===== src/rtl/fetch_unit.sv =====
// Per-thread fetch: walks the PC, reads four bytes per word over a byte-wide memory port and buffers {word, pc}.
// First word is visible 5 cycles after enable with an always-ready memory; a full buffer holds off new words, and mem_ready low stalls the current byte.
module fetch_unit #(
  parameter int unsigned        ADDR_W   = 32,
  parameter logic [ADDR_W-1:0]  RESET_PC = '0,
  parameter int unsigned        DEPTH    = 2
) (
  input  logic              i_clk,
  input  logic              i_rst_n,
  input  logic              i_enable,
  input  logic              i_redirect_valid,
  input  logic [ADDR_W-1:0] i_redirect_pc,
  output logic              o_mem_req,
  output logic [ADDR_W-1:0] o_mem_addr,
  input  logic              i_mem_ready,
  input  logic [7:0]        i_mem_rdata,
  output logic              o_inst_valid,
  output logic [31:0]       o_inst_data,
  output logic [ADDR_W-1:0] o_inst_pc,
  input  logic              i_inst_ready,
  output logic              o_busy
);

  localparam int unsigned PW = $clog2(DEPTH);
  localparam int unsigned CW = PW + 1;
  localparam logic [CW-1:0] DEPTH_C = CW'(DEPTH);

  typedef enum logic {S_IDLE, S_FETCH} state_t;

  state_t            r_state;
  state_t            w_state_nxt;
  logic [ADDR_W-1:0] r_pc;
  logic [ADDR_W-1:0] r_fetch_addr;
  logic [1:0]        r_bcnt;
  logic [23:0]       r_asm;
  logic [31:0]       r_buf_dat [DEPTH];
  logic [ADDR_W-1:0] r_buf_pc  [DEPTH];
  logic [PW-1:0]     r_rd_ptr;
  logic [PW-1:0]     r_wr_ptr;
  logic [CW-1:0]     r_count;

  logic              w_hs;
  logic              w_push;
  logic              w_pop;
  logic              w_start;
  logic [CW-1:0]     w_count_upd;

  always_comb begin
    w_hs        = (r_state == S_FETCH) && i_mem_ready;
    w_push      = w_hs && (r_bcnt == 2'd3);
    w_pop       = (r_count != '0) && i_inst_ready;
    w_count_upd = r_count + CW'(w_push) - CW'(w_pop);
    w_state_nxt = r_state;
    case (r_state)
      S_IDLE:  if (i_enable && (r_count < DEPTH_C)) w_state_nxt = S_FETCH;
      S_FETCH: if (w_push && !(i_enable && (w_count_upd < DEPTH_C))) w_state_nxt = S_IDLE;
      default: w_state_nxt = S_IDLE;
    endcase
    if (i_redirect_valid) w_state_nxt = S_IDLE;
    w_start = (r_state == S_IDLE) && (w_state_nxt == S_FETCH);
  end

  always_ff @(posedge i_clk) begin
    if (!i_rst_n) begin
      r_state      <= S_IDLE;
      r_pc         <= RESET_PC;
      r_fetch_addr <= RESET_PC;
      r_bcnt       <= 2'd0;
      r_asm        <= '0;
      r_rd_ptr     <= '0;
      r_wr_ptr     <= '0;
      r_count      <= '0;
      for (int unsigned i = 0; i < DEPTH; i++) begin
        r_buf_dat[i] <= '0;
        r_buf_pc[i]  <= '0;
      end
    end else if (i_redirect_valid) begin
      // Flush wins over everything, including a byte or pop landing this cycle.
      r_state  <= S_IDLE;
      r_pc     <= {i_redirect_pc[ADDR_W-1:2], 2'b00};
      r_bcnt   <= 2'd0;
      r_rd_ptr <= '0;
      r_wr_ptr <= '0;
      r_count  <= '0;
    end else begin
      r_state <= w_state_nxt;
      r_count <= w_count_upd;
      if (w_start) begin
        r_fetch_addr <= r_pc;
        r_bcnt       <= 2'd0;
      end
      if (w_hs) begin
        // After the last byte fetch_addr lands on pc+4, ready for the back-to-back word.
        r_fetch_addr <= r_fetch_addr + 1'b1;
        r_bcnt       <= r_bcnt + 2'd1;
        case (r_bcnt)
          2'd0:    r_asm[7:0]   <= i_mem_rdata;
          2'd1:    r_asm[15:8]  <= i_mem_rdata;
          2'd2:    r_asm[23:16] <= i_mem_rdata;
          default: ;
        endcase
      end
      if (w_push) begin
        r_buf_dat[r_wr_ptr] <= {i_mem_rdata, r_asm};
        r_buf_pc[r_wr_ptr]  <= r_pc;
        r_wr_ptr            <= r_wr_ptr + 1'b1;
        r_pc                <= r_pc + ADDR_W'(4);
      end
      if (w_pop) r_rd_ptr <= r_rd_ptr + 1'b1;
    end
  end

  assign o_mem_req    = (r_state == S_FETCH);
  assign o_busy       = (r_state == S_FETCH);
  assign o_mem_addr   = r_fetch_addr;
  assign o_inst_valid = (r_count != '0);
  assign o_inst_data  = r_buf_dat[r_rd_ptr];
  assign o_inst_pc    = r_buf_pc[r_rd_ptr];

endmodule


===== config.mk =====
export PLATFORM = sky130hd
export DESIGN_NAME = fetch_unit
export DESIGN_NICKNAME = d
export VERILOG_FILES = /design/src/rtl/fetch_unit.sv
export SDC_FILE = /design/constraint.sdc
export NUM_CORES = 1
export LEC_CHECK = 0
export BUFFER_PORTS_ARGS = -buffer_cell sky130_fd_sc_hd__buf_2
export CAP_MARGIN = 20
export CORE_AREA = 2 2 164 166
export CTS_CLUSTER_DIAMETER = 30
export DETAILED_ROUTE_END_ITERATION = 16
export DIE_AREA = 0 0 166 168
export GPL_ROUTABILITY_DRIVEN = 0
export PLACE_DENSITY_LB_ADDON = 0.25
export SLEW_MARGIN = 25
export SYNTH_ARGS = -nofsm -noshare
export SYNTH_HDL_FRONTEND = slang
export SYNTH_SLANG_ARGS = --single-unit

===== constraint.sdc =====
create_clock -name i_clk -period 3.3 [get_ports i_clk]
set_clock_uncertainty 0.05 [all_clocks]
set_input_delay 0.165 -clock i_clk [delete_from_list [all_inputs] [get_ports i_clk]]
set_output_delay 0.165 -clock i_clk [all_outputs]
set_load 0.02 [all_outputs]

==> flow_summary.yaml <==
clock_network:
  cts_resized: 0
  root_buffer: "clkbuf_16"
  clock_sinks: 218
  clkLatencyLatePin_ns: 0.55
  clk_path_buf_depth: 3
  cts_made_buffers: 53
  cts_tree: "yes"
  path_clk_slew_ns: 0.04
  htree_num_levels: 2
drt:
  ant_nets: 0
  viasPerCell: 5.227
  dr.pass1.iters: 5
  drc: 0
  wl_per_cell_um: 17.33
  vias: 8065
  routed_wl_um: 26740
  drt_iter0_drc: 592
cells_and_area:
  fillers: 2345
  layout.nets: 1211
  insertedDiodeCount: 0
  regArea_mm2: 0.005607
  syn2layout_area_growth_pct: 31.78
  drive_above_1_share: 0.2762
  multi_input_area_mm2: 0.004354
setup_path:
  r2r-start: "o_busy"
  reg2regPathDepth: 4
  endpoint: "r_buf_dat[1][1]"
  reg2reg_slack_ns: 0.87
  rr_endpoint: "r_buf_dat[1][1]"
  worstSetupPathType: "flip-flop to flip-flop"
  worstSetupStartpointType: "flip-flop"
  critPathMaxFanout: 25
  cp-startpoint: "o_busy"
  end_kind: "flip-flop"
  cp.required_ns: 3.48
  critPathArrivalTime_ns: 2.61
synth:
  postSynthCellCount: 976
  syn_area_mm2: 0.01032
  yosys_warnings: 0
  ys_types: 68
  ys_seq_elements: 218
  synth_top_area_frac: 0.3607
  synth_edf_count: 124
  yosysSeqAreaShare: 0.5430
  postSynthAreaPerCell_um2: 10.58
  ys.flop_type: "edfxtp_1"
  synth.largest_area_cell: "edfxtp_1"
  synthTopCellsByArea: "edfxtp_1, dfxtp_1, and2_1, mux2_2, a21oi_1"
  async_reset_ff_frac: 0
timing:
  hold_viol_final: 0
  fin_setup_tns_ns: 0
  fin_crit_ns: 2.430
  tightestPinTransition_ns: 0.9047
  drv_slew: 0
  fin_ws_ns: 0.8696
  setup_viol: 0
  slew_headroom: 0.3968
  rsz0062_at_grt: "false"
  period_share: 0.7365
  max_freq_ghz: 0.4115
power:
  powerDensity_mw_per_mm2: 664.1
  pwr-share-seq: 0.339
  p_switching_uw: 1995
  p_leak_uw: 0.005331
  comb_power_share: 0.047
  clkPwrFrac: 0.614
  peakVddDrop_uv: 466.1
  switching_share: 0.2208
  internal-power_uw: 7039
placement:
  hpwl_um: 16890
  place_worst_setup_slack_ns: 0.8881
  numPortBuffers: 140
status:
  status: "finished clean"
global_routing:
  grt_pass1_vias: 7794
  overflow: 0
  grt_pass1_wl_um: 42600
  grt_max_degree: 63
  antenna_found_initial: 0
  grt_usage: 0.1903
min_path:
  min-delay-start: "i_inst_ready"
  hp-class: "input pin to flip-flop"
floorplanning:
  core_area_mm2: 0.02635
  ios: 145
  initial_utilization: 0.3917
  design.die.area_mm2: 0.02789
  die_width_um: 166
  num_rows: 60
  fp.dieH_um: 168
job:
  cap_viol_max_count: 0
[how the worst min path moves through the flow]
| stage | end | slack [ns] | cells past startpoint |
|---|---|---|---|
| 2_1_floorplan | r_asm[16] | 0.25 | 2 |
| 3_3_place_gp | r_pc[3] | 0.37 | 3 |
| 3_5_place_dp | r_pc[3] | 0.38 | 3 |
| 4_1_cts | r_pc[3] | 0.03 | 3 |
| 5_1_grt | flip-flop | 0.05 | 4 |
| 6_report | flip-flop | 0.04 | 4 |
[per-layer routing]
metal,part of all wire,up-vias,global-route usage
met5,0,-,0
met4,0.021,0,0.05936
met3,0.060,41,0.03620
met2,0.47,287,0.3108
met1,0.45,3847,0.2572
li1,-,3890,-
[logic make-up after synthesis]
logic type                 count (synthesis)  synth area share
AOI/OAI and AO/OA                        173           0.09855
xor gates and xnor gates                  32           0.02715
adders and majority gates                  8          0.009697
buffers and inverters                     80           0.03648
DFF                                      218            0.5430
muxes                                     68           0.07345
other                                      1         0.0003633
and+or+nand+nor                          396            0.2113
[state kept, by name, summed over array words and instances (netlist names), named ones only]
signal and cells:
o_mem_addr 32, r_asm 24, r_rd_ptr 1, r_bcnt 2
r_count 2, r_buf_pc 60, r_wr_ptr 1, r_pc 30
r_buf_dat 64, o_busy 1
[timing repair]
action                                  4_1_cts  5_1_grt
buffers inserted                              0        0
hold buffers                                 39        0
endpoints found under the setup margin        0        0
hold endpoints to repair                     71        0
[critical path: stages, from the launching register on]
cell and delay (ns):
dfxtp_1 0.56, and3_1 0.44, and3_1 0.23, nand2b_2 0.55
buf_12 0.28
[placed cells by master, fill, tap and decap left out, drive strengths merged, types with 3 or more instances in the layout]
| cell type | n |
|---|---|
| or4 | 3 |
| nand2 | 98 |
| o22ai | 6 |
| nor3 | 15 |
| o21ai | 45 |
| dfxtp | 94 |
| a31oi | 7 |
| and2 | 137 |
| and4 | 13 |
| nor4 | 8 |
| o32ai | 3 |
| clkbuf | 64 |
| edfxtp | 124 |
| xor2 | 20 |
| nand3 | 33 |
| nor2 | 37 |
| mux2i | 6 |
| o221a | 3 |
| mux2 | 62 |
| a21oi | 77 |
| nand4 | 20 |
| bufinv | 11 |
| clkinvlp | 3 |
| or2 | 3 |
| dlygate4sd3 | 39 |
| a211oi | 4 |
| clkinv | 16 |
| buf | 156 |
| a22oi | 7 |
| inv | 16 |
| xnor2 | 12 |
| and3 | 15 |
| or3 | 4 |
| ha | 8 |
[metrics by stage]
| stage | hold slack, ns | power (µW) | instance area, µm² | cells | util |
|---|---|---|---|---|---|
| global route | 0.05370 | 9300 | 13600 | 1543 | 0.5162 |
| finish | 0.04341 | 9034 | 13600 | 1543 | 0.5162 |
| CTS | 0.02842 | 9099 | 13600 | 1543 | 0.5162 |
| floorplan | 0.2483 | 3328 | 10330 | 977 | - |
| global placement | 0.3735 | 3491 | 11280 | 1404 | 0.4282 |
| detailed placement | 0.3796 | 3497 | 11280 | 1404 | 0.4282 |
[power by group through the flow]
stage,registers [µW],clock network [µW],logic (µW)
after floorplan,3090,0,240
after global placement,3100,0,389
after detailed placement,3110,0,390
after CTS,3060,5610,428
after global routing,3070,5760,464
final,3060,5550,426
[Yosys cell counts (4+ instances only)]
library cell,n
and2_1,136
edfxtp_1,124
nand2_1,98
dfxtp_1,94
a21oi_1,77
mux2_2,62
clkbuf_1,54
o21ai_0,44
nor2_1,37
nand3_1,32
nand4_1,20
xor2_1,20
nor3_1,15
and3_1,13
and4_1,13
xnor2_1,12
ha_1,8
inv_1,8
a22oi_1,7
a31oi_1,7
nor4_1,7
mux2i_1,6
o22ai_1,6
buf_4,5
a211oi_1,4
clkbuf_8,4
[area by class of cell]
class,instances,share of cell area
clock inverters,36,0.03836
clock buffers,64,0.1035
inverters,10,0.002759
flip-flops and latches,218,0.4122
well taps,341,0.03137
multi-input cells,679,0.3201
repair buffers,195,0.09180
(Power assumes the default switching activity.)
